## src/rtl/nfca_seq_pkg.sv

```systemverilog
// Shared types and constants for the NFC-A poll sequencer.
// Optional build macro: NFCA_POLL_BCC_CHECK_EN (see nfca_poll_sequencer.sv).
package nfca_seq_pkg;

    typedef enum logic [2:0] {
        ST_IDLE    = 3'd0,
        ST_TX_REQA = 3'd1,
        ST_RX_ATQA = 3'd2,
        ST_GUARD   = 3'd3,
        ST_TX_ACOL = 3'd4,
        ST_RX_UID  = 3'd5,
        ST_WAIT    = 3'd6
    } state_t;

    // ISO14443A command bytes
    localparam logic [7:0] REQA     = 8'h26;
    localparam logic [7:0] SEL_CL1  = 8'h93;
    localparam logic [7:0] NVB_ACOL = 8'h20;

    // Poll cycle result codes
    localparam logic [1:0] RES_NONE  = 2'd0;
    localparam logic [1:0] RES_OK    = 2'd1;
    localparam logic [1:0] RES_RXERR = 2'd2;
    localparam logic [1:0] RES_BCC   = 2'd3;

    // Expected response lengths in bytes
    localparam logic [2:0] ATQA_LEN = 3'd2;
    localparam logic [2:0] UID_LEN  = 3'd5;

    // Valid-bit counts of a full byte and of the 7-bit REQA short frame
    localparam logic [3:0] DATAB_FULL  = 4'd8;
    localparam logic [3:0] DATAB_SHORT = 4'd7;

    // Block check character of a cascade-level-1 UID {uid0, uid1, uid2, uid3}
    function automatic logic [7:0] uid_bcc(input logic [31:0] uid);
        return uid[31:24] ^ uid[23:16] ^ uid[15:8] ^ uid[7:0];
    endfunction

endpackage

```

## src/rtl/nfca_seq_timer.sv

```systemverilog
// Loadable down counter that saturates at zero and flags when it is zero.
module nfca_seq_timer #(
    parameter int W = 8
) (
    input  logic         clk,
    input  logic         rst,
    input  logic         i_load,
    input  logic [W-1:0] i_value,
    input  logic         i_dec,
    output logic         o_zero
);

    localparam logic [W-1:0] ONE = W'(1);

    logic [W-1:0] r_count;

    // Load wins over decrement; the count sticks at zero.
    always_ff @(posedge clk) begin
        if (rst) begin
            r_count <= '0;
        end else if (i_load) begin
            r_count <= i_value;
        end else if (i_dec && (r_count != '0)) begin
            r_count <= r_count - ONE;
        end else begin
            r_count <= r_count;
        end
    end

    assign o_zero = (r_count == '0);

endmodule

```

## src/rtl/nfca_poll_sequencer.sv

```systemverilog
// NFC-A poll sequencer: REQA -> ATQA -> guard -> ANTICOLLISION CL1 -> UID+BCC.
// Optional build macro: NFCA_POLL_BCC_CHECK_EN enables the UID BCC check
// (result 3 on mismatch); without it the BCC byte is ignored.
module nfca_poll_sequencer
    import nfca_seq_pkg::*;
#(
    parameter int POLL_PERIOD  = 8136000,
    parameter int RX_TIMEOUT   = 81360,
    parameter int GUARD_CYCLES = 40680
) (
    input  logic        clk,
    input  logic        rst,
    input  logic        poll_en,
    output logic        tx_tvalid,
    input  logic        tx_tready,
    output logic [7:0]  tx_tdata,
    output logic [3:0]  tx_tdatab,
    output logic        tx_tlast,
    input  logic        rx_on,
    input  logic        rx_tvalid,
    input  logic [7:0]  rx_tdata,
    input  logic [3:0]  rx_tdatab,
    input  logic        rx_tend,
    input  logic        rx_terr,
    output logic        busy,
    output logic        done,
    output logic [1:0]  result,
    output logic [15:0] card_atqa,
    output logic [31:0] card_uid
);

    localparam int PW = $clog2(POLL_PERIOD + 1);
    localparam int TW = $clog2(((RX_TIMEOUT > GUARD_CYCLES) ? RX_TIMEOUT : GUARD_CYCLES) + 1);
    // Load values are one/two short because the counter is loaded the cycle
    // before the timed window starts and the state change costs one cycle.
    localparam logic [PW-1:0] PERIOD_LOAD  = PW'(POLL_PERIOD - 2);
    localparam logic [TW-1:0] TIMEOUT_LOAD = TW'(RX_TIMEOUT - 1);
    localparam logic [TW-1:0] GUARD_LOAD   = TW'(GUARD_CYCLES - 1);

    state_t          r_state, w_state_nxt;
    logic            r_acol_idx, w_acol_idx_nxt;
    logic            r_tx_valid, w_tx_valid_nxt;
    logic [7:0]      r_tx_data, w_tx_data_nxt;
    logic [3:0]      r_tx_datab, w_tx_datab_nxt;
    logic            r_tx_last, w_tx_last_nxt;
    logic            r_busy, r_done;
    logic [1:0]      r_result, w_result;
    logic [15:0]     r_card_atqa;
    logic [31:0]     r_card_uid;
    logic [2:0]      r_rx_cnt, w_cnt_eff;
    logic [3:0]      r_rx_datab, w_datab_eff;
    logic [4:0][7:0] r_rx_bytes, w_bytes_eff;
    logic            w_per_load, w_per_zero, w_tmr_load, w_tmr_zero, w_tmr_dec;
    logic [TW-1:0]   w_tmr_value;
    logic            w_rx_active, w_rx_clear, w_finish, w_atqa_ok, w_uid_ok, w_tx_hs;
    logic            w_unused_rx_on;

    // The timeout runs regardless of the controller's RX window flag.
    assign w_unused_rx_on = rx_on;

    assign w_tx_hs     = r_tx_valid && tx_tready;
    assign w_rx_active = (r_state == ST_RX_ATQA) || (r_state == ST_RX_UID);
    assign w_tmr_dec   = w_rx_active || (r_state == ST_GUARD);

    nfca_seq_timer #(.W(PW)) u_period (
        .clk     (clk),
        .rst     (rst),
        .i_load  (w_per_load),
        .i_value (PERIOD_LOAD),
        .i_dec   (1'b1),
        .o_zero  (w_per_zero)
    );

    nfca_seq_timer #(.W(TW)) u_timeout (
        .clk     (clk),
        .rst     (rst),
        .i_load  (w_tmr_load),
        .i_value (w_tmr_value),
        .i_dec   (w_tmr_dec),
        .o_zero  (w_tmr_zero)
    );

    // Frame view including a byte that arrives together with rx_tend.
    always_comb begin
        w_bytes_eff = r_rx_bytes;
        w_cnt_eff   = (rx_tvalid && (r_rx_cnt != 3'd7)) ? (r_rx_cnt + 3'd1) : r_rx_cnt;
        w_datab_eff = rx_tvalid ? rx_tdatab : r_rx_datab;
        for (int i = 0; i < 5; i++) begin
            if (rx_tvalid && (r_rx_cnt == 3'(i))) begin
                w_bytes_eff[i] = rx_tdata;
            end else begin
                w_bytes_eff[i] = r_rx_bytes[i];
            end
        end
    end

    // Next-state, counter control and next TX byte.
    always_comb begin
        w_state_nxt    = r_state;
        w_acol_idx_nxt = r_acol_idx;
        w_per_load     = 1'b0;
        w_tmr_load     = 1'b0;
        w_tmr_value    = TIMEOUT_LOAD;
        w_rx_clear     = 1'b0;
        w_finish       = 1'b0;
        w_result       = r_result;
        w_atqa_ok      = 1'b0;
        w_uid_ok       = 1'b0;
        case (r_state)
            ST_IDLE: begin
                if (poll_en) begin
                    w_per_load  = 1'b1;
                    w_state_nxt = ST_TX_REQA;
                end else begin
                    w_state_nxt = ST_IDLE;
                end
            end
            ST_TX_REQA: begin
                if (w_tx_hs) begin
                    w_state_nxt = ST_RX_ATQA;
                    w_tmr_load  = 1'b1;
                    w_rx_clear  = 1'b1;
                end else begin
                    w_state_nxt = ST_TX_REQA;
                end
            end
            ST_RX_ATQA: begin
                if (rx_tend) begin
                    if (rx_terr || (w_cnt_eff != ATQA_LEN) || (w_datab_eff != DATAB_FULL)) begin
                        w_finish    = 1'b1;
                        w_result    = RES_RXERR;
                        w_state_nxt = ST_WAIT;
                    end else begin
                        w_atqa_ok   = 1'b1;
                        w_tmr_load  = 1'b1;
                        w_tmr_value = GUARD_LOAD;
                        w_state_nxt = ST_GUARD;
                    end
                end else if (w_tmr_zero) begin
                    w_finish    = 1'b1;
                    w_result    = RES_NONE;
                    w_state_nxt = ST_WAIT;
                end else begin
                    w_state_nxt = ST_RX_ATQA;
                end
            end
            ST_GUARD: begin
                if (w_tmr_zero) begin
                    w_acol_idx_nxt = 1'b0;
                    w_state_nxt    = ST_TX_ACOL;
                end else begin
                    w_state_nxt = ST_GUARD;
                end
            end
            ST_TX_ACOL: begin
                if (w_tx_hs && !r_acol_idx) begin
                    w_acol_idx_nxt = 1'b1;
                end else if (w_tx_hs) begin
                    w_acol_idx_nxt = 1'b0;
                    w_tmr_load     = 1'b1;
                    w_rx_clear     = 1'b1;
                    w_state_nxt    = ST_RX_UID;
                end else begin
                    w_state_nxt = ST_TX_ACOL;
                end
            end
            ST_RX_UID: begin
                if (rx_tend) begin
                    w_finish    = 1'b1;
                    w_state_nxt = ST_WAIT;
                    if (rx_terr || (w_cnt_eff != UID_LEN) || (w_datab_eff != DATAB_FULL)) begin
                        w_result = RES_RXERR;
`ifdef NFCA_POLL_BCC_CHECK_EN
                    end else if (w_bytes_eff[4] != uid_bcc({w_bytes_eff[0], w_bytes_eff[1],
                                                            w_bytes_eff[2], w_bytes_eff[3]})) begin
                        w_result = RES_BCC;
`endif
                    end else begin
                        w_result = RES_OK;
                        w_uid_ok = 1'b1;
                    end
                end else if (w_tmr_zero) begin
                    w_finish    = 1'b1;
                    w_result    = RES_NONE;
                    w_state_nxt = ST_WAIT;
                end else begin
                    w_state_nxt = ST_RX_UID;
                end
            end
            ST_WAIT: begin
                if (w_per_zero) begin
                    w_state_nxt = ST_IDLE;
                end else begin
                    w_state_nxt = ST_WAIT;
                end
            end
            default: begin
                w_state_nxt = ST_IDLE;
            end
        endcase

        w_tx_valid_nxt = (w_state_nxt == ST_TX_REQA) || (w_state_nxt == ST_TX_ACOL);
        if (w_state_nxt == ST_TX_REQA) begin
            w_tx_data_nxt  = REQA;
            w_tx_datab_nxt = DATAB_SHORT;
            w_tx_last_nxt  = 1'b1;
        end else if (w_state_nxt == ST_TX_ACOL) begin
            w_tx_data_nxt  = w_acol_idx_nxt ? NVB_ACOL : SEL_CL1;
            w_tx_datab_nxt = DATAB_FULL;
            w_tx_last_nxt  = w_acol_idx_nxt;
        end else begin
            w_tx_data_nxt  = 8'h00;
            w_tx_datab_nxt = 4'd0;
            w_tx_last_nxt  = 1'b0;
        end
    end

    // State, TX byte and status registers.
    always_ff @(posedge clk) begin
        if (rst) begin
            r_state     <= ST_IDLE;
            r_acol_idx  <= 1'b0;
            r_tx_valid  <= 1'b0;
            r_tx_data   <= 8'h00;
            r_tx_datab  <= 4'd0;
            r_tx_last   <= 1'b0;
            r_busy      <= 1'b0;
            r_done      <= 1'b0;
            r_result    <= RES_NONE;
            r_card_atqa <= 16'h0000;
            r_card_uid  <= 32'h0000_0000;
        end else begin
            r_state    <= w_state_nxt;
            r_acol_idx <= w_acol_idx_nxt;
            r_tx_valid <= w_tx_valid_nxt;
            r_tx_data  <= w_tx_data_nxt;
            r_tx_datab <= w_tx_datab_nxt;
            r_tx_last  <= w_tx_last_nxt;
            r_busy     <= (w_state_nxt != ST_IDLE) && (w_state_nxt != ST_WAIT);
            r_done     <= w_finish;
            if (w_finish) begin
                r_result <= w_result;
            end
            if (w_atqa_ok) begin
                r_card_atqa <= {w_bytes_eff[1], w_bytes_eff[0]};
            end
            if (w_uid_ok) begin
                r_card_uid <= {w_bytes_eff[0], w_bytes_eff[1], w_bytes_eff[2], w_bytes_eff[3]};
            end
        end
    end

    // RX byte capture: cleared when a response window opens, counts saturate at 7.
    always_ff @(posedge clk) begin
        if (rst || w_rx_clear) begin
            r_rx_cnt   <= 3'd0;
            r_rx_datab <= 4'd0;
            r_rx_bytes <= '0;
        end else if (w_rx_active && rx_tvalid) begin
            r_rx_cnt   <= w_cnt_eff;
            r_rx_datab <= rx_tdatab;
            r_rx_bytes <= w_bytes_eff;
        end
    end

    assign tx_tvalid = r_tx_valid;
    assign tx_tdata  = r_tx_data;
    assign tx_tdatab = r_tx_datab;
    assign tx_tlast  = r_tx_last;
    assign busy      = r_busy;
    assign done      = r_done;
    assign result    = r_result;
    assign card_atqa = r_card_atqa;
    assign card_uid  = r_card_uid;

endmodule

```

## config.mk

```make
export PLATFORM = sky130hd
export DESIGN_NAME = nfca_poll_sequencer
export DESIGN_NICKNAME = d
export VERILOG_FILES = /design/src/rtl/nfca_seq_pkg.sv /design/src/rtl/nfca_seq_timer.sv /design/src/rtl/nfca_poll_sequencer.sv
export SDC_FILE = /design/constraint.sdc
export NUM_CORES = 1
export LEC_CHECK = 0
export ABC_AREA = 1
export ABC_CLOCK_PERIOD_IN_PS = 5700
export BUFFER_PORTS_ARGS = -buffer_cell sky130_fd_sc_hd__buf_2
export CAP_MARGIN = 5
export CORE_AREA = 2 2 146 91
export DETAILED_ROUTE_END_ITERATION = 6
export DIE_AREA = 0 0 148 93
export PLACE_DENSITY = 0.77
export SLEW_MARGIN = 15
export SYNTH_ARGS = -nofsm -noshare
export SYNTH_HDL_FRONTEND = slang
export SYNTH_SLANG_ARGS = --single-unit
```

## constraint.sdc

```tcl
create_clock -name clk -period 5.7 [get_ports clk]
set_input_delay 0.57 -clock clk [delete_from_list [all_inputs] [get_ports clk]]
set_output_delay 0.57 -clock clk [all_outputs]
set_load 0.02 [all_outputs]
```

Word-level counts from Yosys, hierarchy flattened. Cells that the tools add are included.

Logic and storage cells: 135. Output and inout bits: 66. Register bits: 149.

Add/sub/neg operators: 3. Bitwise gates (word level): 1. Equal/unequal tests: 17. Mux-type cells: 59. Reduce and logical (&&, ||, !) cells: 33.

Operator list (number): $mux W17 (5); $mux W23 (2); $mux W8 (5); $mux W3 (8); $logic_not A23 Y1 (1); $reduce_bool A23 Y1 (1); $sub A23 B1 Y23 const B (1); $mux W1 (21); $pmux W3 S7 (1); $logic_not A17 Y1 (1); $reduce_bool A17 Y1 (1); $sub A17 B1 Y17 const B (1); $mux W2 (8); $eq A3 B2 Y1 const B (4); $eq A3 B3 Y1 const B (4); $mux W6 (2); $logic_and A1 B1 Y1 (10); $eq A3 B1 Y1 const B (3); $ne A3 B3 Y1 const B (3); $logic_or A1 B1 Y1 (8); $mux W4 (2); $logic_not A3 Y1 (2); $ne A3 B2 Y1 const B (2); $pmux W1 S2 (3); other kinds (11) (14).

Logic depth before layout (Yosys ltp). Gate-level depths: netlist of the first run.

Depth in word-level cells: 12. Mapped depth: 14.

By module. From an unflattened synthesis of the first run, not the netlist that was laid out.

Cells, all modules: 1110. Area, all modules: 7404.6 µm².

Modules (own cells, without submodules): nfca_poll_sequencer (cells each 604, instances 1, sequential area each 2021.9 µm², area an instance 4409.2 µm²); nfca_seq_timer at u_period (cells each 306, instances 1, sequential area each 460.4 µm², area an instance 1808.0 µm²); nfca_seq_timer at u_timeout (cells each 200, instances 1, sequential area each 340.3 µm², area an instance 1187.4 µm²).

Worst setup path after synthesis of the first run. No wires, ideal clock.

Path kind: register -> register. Start: reg r_rx_cnt[0]. End: reg r_card_uid[26], in the netlist card_uid[26]. Data arrival time: 1.768 ns. Setup time: 0.119 ns. Period minus slack after synthesis: 1.887 ns. Cell stages (with the launch flop): 11. Setup slack: 3.813 ns. Cells stage by stage: dfxtp_1 ha_1 ha_1 nand3b_1 nand2_1 nor3b_2 nand4_1 buf_4 buf_6 o21ai_0 a21oi_1.

Cells in the longest elaborated chain, start to end: 9. Elaborated cells between the ends (all ways): 13. Classes of those cells: add/sub (1); eq/ne (2); mux (5); reduce/logical (5).

RTL lines: start: declaration (line nfca_poll_sequencer.sv:50) `logic [2:0] r_rx_cnt, w_cnt_eff;`; start signal: assignment (line nfca_poll_sequencer.sv:260) `r_rx_cnt <= w_cnt_eff;`; branches (longest 9 deep; another with $add A3 B1 Y3); end signal: assignment (line nfca_poll_sequencer.sv:248) `r_card_uid <= {w_bytes_eff[0], w_bytes_eff[1], w_bytes_eff[2], w_bytes_eff[3]};`; end: declaration (line nfca_poll_sequencer.sv:49) `logic [31:0] r_card_uid;`.

Parallel ways; which one is timed is not known. A chain may end at the register's enable or synchronous reset.

Final worst setup path of the first run.
Start: reg r_rx_cnt[0]. End: reg u_timeout.r_count[15].

Cells in the longest elaborated chain, start to end: 10. Elaborated cells between the ends (all ways): 15. Classes of those cells: add/sub (1); eq/ne (2); mux (8); reduce/logical (4).

RTL lines: branches (longest 2 deep; another with $add A3 B1 Y3); $mux W3 (*) (line nfca_poll_sequencer.sv:86) `w_cnt_eff = (rx_tvalid && (r_rx_cnt != 3'd7)) ? (r_rx_cnt + 3'd1) : r_rx_cnt;`; $ne A3 B2 Y1 (*) (line nfca_poll_sequencer.sv:129) `if (rx_terr || (w_cnt_eff != ATQA_LEN) || (w_datab_eff != DATAB_FULL)) begin`; $logic_or A1 B1 Y1 (*) (2 in series) (line nfca_poll_sequencer.sv:129); $mux W1 or $mux W17 (tied branches) (line nfca_poll_sequencer.sv:129); $mux W1 or $mux W17 (tied branches) (line nfca_poll_sequencer.sv:128) `if (rx_tend) begin`; $pmux W1 S3 or $mux W17 (tied branches) (line nfca_poll_sequencer.sv:109) `case (r_state)`; $mux W17 or $reduce_bool A2 Y1 (tied branches); end signal: assignment (line nfca_seq_timer.sv:22) `r_count <= i_value;`; end signal: assignment (line nfca_seq_timer.sv:24) `r_count <= r_count - ONE;`; end signal: assignment (line nfca_seq_timer.sv:26) `r_count <= r_count;`; end: declaration (line nfca_seq_timer.sv:15) `logic [W-1:0] r_count;`.

Every way passes the cells marked *.

==> metrics.md, run 1 <==
| Metric | Value |
|---|---|
| P per Cell Area | ~390 nW/um2 |
| Post-synthesis compound-gate area fraction | 0.174 |
| RSZ-0062 raised after global routing | no |
| Via count | roughly 6300 |
| Vias in the first global route | roughly 5400 |
| DRC violations left | 0 |
| Post-synth EDFFs | 0 |
| Rows | 32 |
| Async S/R FF share, synth | 0 |
| Initial antenna violation count | 0 |
| FMAX | about 320 MHz |
| VDD IR-drop max | around 0.23 mV |
| Synth Instances | 955 |
| Initial core utilization | 0.534 |
| Synthesis Warnings | 0 |
| H-tree depth | 4 |
| Post-synthesis mux area share | 0 |
| Period utilization | 0.551 |
| CTS root buffer | clkbuf_16 |
| Die height | approximately 93 um |
| CP most frequent cell | nand2_1 |
| Crit path max fanout | 21 |
| Internal reg-to-reg setup slack | about 2.6 ns |
| First-pass GRT wire length | roughly 27 mm |
| Global Route met3 Usage | 0.0580 |
| Synth Register Bits | 141 |
| Longest Clk Path Bufs | 2 |
| Die width | between 100 and 150 um |
| CTS buffer count | 17 |
| Postcts setup bufs | 0 |
| Post-synthesis sequential area ratio | 0.424 |
| Worst-skew pair later-pin latency | approximately 0.43 ns |
| Unique cell type count in the Yosys netlist | 35 |
| Area share of fa/ha/maj cells after synthesis | 0.0225 |
| Antenna cells | 0 |
| Simple-gate portion of the synthesized area | 0.258 |
| Critical Path AT | between 3 and 4 ns |
| Cts repair resizes | 0 |
| Worst-Margin Slew | approximately 0.96 ns |
| Share of cells above drive strength 1 | 0.145 |
| Largest cells by area after synthesis | dfxtp_1 42%, o21ai_0 9.4%, nor2_1 9.2% |
| Synth Area in XOR/XNOR | 0.0197 |
| Core Area | between 10000 and 15000 um2 |
| Crit path buffers/inverters | 2 |
| LEAKAGE | ~3.4 nW |
| Post-layout min period | around 3.1 ns |
| Mapped Area | approximately 6700 um2 |
| GRT Util Overall | 0.248 |
| Setup crit end kind | register |
| Routed WL | about 17 mm |
| Avg WL per Cell | about 14 um |
| Setup ws final | 2.56 ns |
| Hold buffer count at CTS | 0 |
| Worst path max stage delay | approximately 0.75 ns |
| Clock Sink Count | about 140 |
| GR Layer Usage met1 | 0.392 |
| Relative slew margins | 0.358 |
| Grt peak-use layer | met1 |
| Port-buffer cells | between 80 and 90 |
| Family with the most delay on the worst path | simple AND/OR/NAND/NOR gates |
| Cell accounting for the most synthesized area | dfxtp_1 |
| Worst min-delay path class | reg2reg |
| HPWL after DPL | between 10 and 15 mm |
| Drt first pass iters | 6 |
| GP Congestion | 1.00 |
| Fin. max-slew vios | 0 |
| Run status | completed |
| Die footprint | approximately 14000 um2 |
| Worst setup SP type | register |
| Final hold vios | 0 |
| Setup violators final | 0 |
| Top Ports | 86 |
| Pin count of the biggest net entering global routing | 67 |
| WS Path Type | reg2reg |
| Place WS | 2.62 ns |
| Req. time, crit path | between 6 and 7 ns |
| Top cell type's share of synthesized area | 0.424 |
| Setup_tns | 0 ns |
| Max capacitance violation total | 0 |
| Clock skew | 0.0121 ns |
| Tot Pwr | ~3 mW |
| Crit path max-delay cell type | nand4_1 |
| CTS clk-pin slew, worst paths | approximately 0.060 ns |
| Top_reg_cell synth | dfxtp_1 |
| Overflow after GRT | 0 |
| Main combinational cell family by area after synthesis | simple AND/OR/NAND/NOR gates |
| Cell Chain, Critical Path | ha_1 -> ha_1 -> inv_1 -> nand2_1 -> nand2_1 -> nand2_1 -> nor2_1 -> nand4_1 -> nand2_2 -> inv_1 -> nand2_1 -> o21ai_0 -> nor2_1 |
| Layout Nets | approximately 1000 |
| Avg Inst Size Synth | between 6 and 7 um2 |
| CTS tree | yes |
| Drt initial violations | 602 |
| Synth-to-layout area growth | 15.6% |
| Antenna viol nets, final | 0 |
| Met2 Track Usage GR | 0.333 |
| DR vias/cell | 5.25 |
==> synthesized netlist by cell type (2+ instances only) <==
cell	n
a211oi_1	2
a21oi_1	87
a31oi_1	4
buf_2	6
buf_4	13
buf_6	5
clkbuf_1	21
dfxtp_1	141
ha_1	12
inv_1	104
inv_2	4
nand2_1	150
nand2_2	5
nand3_1	50
nand3_2	2
nand3b_1	7
nand4_1	8
nor2_1	163
nor2_2	4
nor2_4	3
nor3_1	5
o21ai_0	125
o21ai_1	3
o21ai_2	2
or2_2	6
xnor2_1	6
xor2_1	9
==> registers in the layout, summed over array words and instances, names as in the netlist <==
| name | flops |
|---|---|
| card_uid | 32 |
| r_rx_bytes | 32 |
| u_period.r_count | 23 |
| u_timeout.r_count | 17 |
| card_atqa | 16 |
| r_rx_datab | 4 |
| tx_tdata | 4 |
| r_rx_cnt | 3 |
| r_state | 3 |
| result | 2 |
| busy | 1 |
| done | 1 |
| r_acol_idx | 1 |
| tx_tdatab | 1 |
| tx_tvalid | 1 |
==> worst paths after layout <==
path,start,end,cells after the start
hold reg to reg,card_uid[20]$_SDFFE_PP0P_,card_uid[20]$_SDFFE_PP0P_,2
setup / recovery,r_rx_cnt[0]$_SDFFE_PP0P_,u_timeout.r_count[15]$_SDFFE_PP0P_,13
setup reg to reg,r_rx_cnt[0]$_SDFFE_PP0P_,u_timeout.r_count[15]$_SDFFE_PP0P_,13
hold / removal,card_uid[20]$_SDFFE_PP0P_,card_uid[20]$_SDFFE_PP0P_,2
==> layer usage <==
metal  part of all wire  routed length (um)
met1               0.52                8660
met3              0.092                1530
met2               0.38                6300
met5                  0                   0
met4             0.0066                 109
==> layout make-up <==
| class | count | area, um2 |
|---|---|---|
| fill | 1143 | 4790 |
| inverter | 109 | 409 |
| sequential | 141 | 2820 |
| multi-input combinational | 660 | 3170 |
| clock inverter | 14 | 208 |
| timing repair buffer | 86 | 440 |
| clock buffer | 18 | 439 |
| tap | 170 | 213 |
==> kinds of logic (layout without fill, tap and decap cells) <==
group / after synthesis / count (layout)
simple gates: 405 / 405
compound gates: 226 / 226
buf+inv: 155 / 227
flops: 141 / 141
xor+xnor: 15 / 15
fa+ha+maj: 12 / 12
other cells: 1 / 2
==> worst min-delay path, cell delays in order (launching register included) <==
cell     delay (ns)
dfxtp_1        0.30
inv_1          0.04
a21oi_1        0.05
==> metrics by stage <==
stage | hold slack, ns | area (um2) | utilization | cells
after floorplan | 0.430 | 6670 | - | 956
after global placement | 0.430 | 7060 | 0.565 | 1166
after detailed placement | 0.435 | 7060 | 0.565 | 1166
after CTS | 0.436 | 7700 | 0.617 | 1198
after global routing | 0.456 | 7700 | 0.617 | 1198
final | 0.442 | 7700 | 0.617 | 1198
==> placed cells by master, fill, tap and decap left out, types with 6 or more instances in the layout <==
cell and n:
nand2_1 150, buf_2 82, nor2_1 162, o21ai_0 125, a21oi_1 87, xnor2_1 6, nand3b_1 7, clkbuf_16 17
or2_2 6, inv_1 104, dfxtp_1 141, nand4_1 8, nand3_1 50, ha_1 12, xor2_1 9
==> power by group <==
part,internal [mW],leakage [nW],switching [mW]
clock,0.756,0.321,0.460
sequential,1.05,1.14,0.0582
combinational,0.216,1.95,0.442
total,2.03,3.41,0.960
(Power assumes the default switching activity.)
==> run 2, diff against run 1 <==
Settings changed: ABC_CLOCK_PERIOD_IN_PS 5700 to 3200.
Clock period 5.7 ns to 3.2 ns, I/O delays scaled along.
==> metrics.md, run 2 (synthesis gave the netlist of run 1 again) <==
| Metric | Value |
|---|---|
| Run status | completed |
| First-pass GRT wire length | approximately 28 mm |
| P per Cell Area | about 670 nW/um2 |
| Vias in the first global route | about 5600 |
| Hold buffer count at CTS | 0 |
| Clock power share | 0.378 |
| Global Route met3 Usage | 0.0527 |
| H-tree depth | 4 |
| Place WS | approximately 0.92 ns |
| Setup_tns | 0 ns |
| Cell count after placement | 1170 |
| Crit path max fanout | 13 |
| Pint | between 3 and 4 mW |
| Routed WL | around 17 mm |
| Setup ws final | approximately 0.74 ns |
| Worst min-delay path class | in2reg |
| Layout Nets | roughly 1100 |
| Drt first pass iters | 5 |
| Combinational Power Share | 0.233 |
| Top Ports | between 80 and 90 |
| Post-layout min period | between 2 and 2.5 ns |
| Psw | 1.69 mW |
| Worst-skew pair later-pin latency | ~0.42 ns |
| Layout Cells excl Fill | between 1000 and 1500 |
| Critical Path AT | around 2.8 ns |
| Longest Clk Path Bufs | 2 |
| Req. time, crit path | approximately 3.5 ns |
| Worst-Margin Slew | around 0.67 ns |
| Seq. cell area | ~2800 um2 |
| Rows | 32 |
| RSZ-0062 raised after global routing | no |
| Sequential power share | 0.389 |
| GRT Util Overall | 0.254 |
| Port-buffer cells | 82 |
| Design Area, Final | 7660 um2 |
| Sw Share | 0.331 |
| DR vias/cell | roughly 5.3 |
| Setup crit end kind | register |
| Synth-to-layout area growth | 14.9% |
| Relative slew margins | 0.555 |
| Clock Sink Count | between 100 and 150 |
| Placed inst area | 7090 um2 |
| Overflow after GRT | 0 |
| Period utilization | 0.769 |
| Initial antenna violation count | 0 |
| Fin. max-slew vios | 0 |
| Met2 Track Usage GR | 0.350 |
| GR Layer Usage met1 | 0.394 |
| Setup violators final | 0 |
| Initial core utilization | 0.534 |
| CTS clk-pin slew, worst paths | 0.06 ns |
| FF-to-FF path depth | 13 |
| GP Congestion | 0.975 |
| Leading cell type in the layout, fill and taps excluded | nor2_1 |
| Tot Pwr | approximately 5 mW |
| Final hold vios | 0 |
| Antenna cells | 0 |
| CTS buffer count | 17 |
| VDD IR-drop max | approximately 0.4 mV |
| WS Path Type | reg2reg |
| DRC violations left | 0 |
| LEAKAGE | 3.38 nW |
| Grt peak-use layer | met1 |
| Die footprint | 13800 um2 |
| Share of cells above drive strength 1 | 0.146 |
| Pin count of the biggest net entering global routing | 41 |
| CTS tree | yes |
| Worst setup SP type | register |
| Hold-critical path depth | 3 |
| Core Area | 12500 um2 |
| Cts repair resizes | 0 |
| Clock skew | approximately 0.0099 ns |
| Via count | ~6400 |
| Antenna viol nets, final | 0 |
| Max capacitance violation total | 0 |
| Commonest cells after routing, fill and taps aside | 162 x nor2_1, 150 x nand2_1, 141 x dfxtp_1 |
| Drt initial violations | 636 |
| FMAX | just over 400 MHz |
| CTS root buffer | clkbuf_16 |
| Footprint of the multi-input gates | 3170 um2 |
| Avg WL per Cell | about 14 um |
| Postcts setup bufs | 0 |
| HPWL after DPL | between 10 and 15 mm |
| # fillers | around 1100 |
| Die width | around 150 um |
| Die height | 93 um |
## run 2: changes by cell type in the layout (fill, tap and decap cells not counted)
| cell | delta |
|---|---|
| buf_4 | +4 |
| inv_8 | -3 |
| bufinv_16 | -2 |
| clkinvlp_4 | +2 |
| clkbuf_1 | +1 |
| clkbuf_8 | -1 |
| clkinv_2 | +1 |
| inv_6 | +1 |
## run 2: worst paths after layout
check	start	to	slack, ns
max	r_rx_cnt[1]$_SDFFE_PP0P_	u_timeout.r_count[9]$_SDFFE_PP0P_	0.74
min	rx_tdatab[2]	r_rx_datab[2]$_SDFFE_PP0P_	0.19
max reg2reg	r_rx_cnt[1]$_SDFFE_PP0P_	u_timeout.r_count[9]$_SDFFE_PP0P_	0.74
min reg2reg	card_uid[18]$_SDFFE_PP0P_	card_uid[18]$_SDFFE_PP0P_	0.44
## run 2: power groups by stage
stage	Clock, mW	Combinational (mW)	Sequential (mW)
detailed placement	0	1.14	2.02
global route	2.02	1.35	2.00
floorplan	0	0.896	2.02
CTS	1.94	1.17	1.98
global placement	0	1.12	2.02
finish	1.93	1.19	1.99
## run 2: worst max-delay path, stage by stage, from the launching register on
cell	delay, ns
dfxtp_1	0.41
ha_1	0.22
ha_1	0.17
inv_1	0.08
nand2_1	0.11
nand2_1	0.06
nand2_1	0.14
nor2_1	0.07
nand4_1	0.12
nand2_2	0.13
inv_1	0.37
nand2_1	0.16
o21ai_0	0.22
nor2_1	0.07
## run 2: metrics by stage
| step | hold WS, ns | util |
|---|---|---|
| after floorplan | 0.430 | - |
| after detailed placement | 0.432 | 0.567 |
| final | 0.186 | 0.613 |
| after CTS | 0.183 | 0.613 |
| after global placement | 0.429 | 0.567 |
| after global routing | 0.217 | 0.613 |
## run 2: per-layer routing
metal  vias up  part of all wire  wire length (um)
met2       282              0.39              6670
met1      2899              0.51              8660
met4         0             0.014               245
met5         -                 0                 0
li1       3194                 -                 -
met3        23             0.091              1560
## run 2: area by class of cell
cell class | count | area share
inverter | 109 | 0.0534
sequential | 141 | 0.369
clock buffer | 18 | 0.0560
timing repair buffer | 90 | 0.0614
tap | 170 | 0.0278
clock inverter | 13 | 0.0186
multi-input combinational | 660 | 0.414
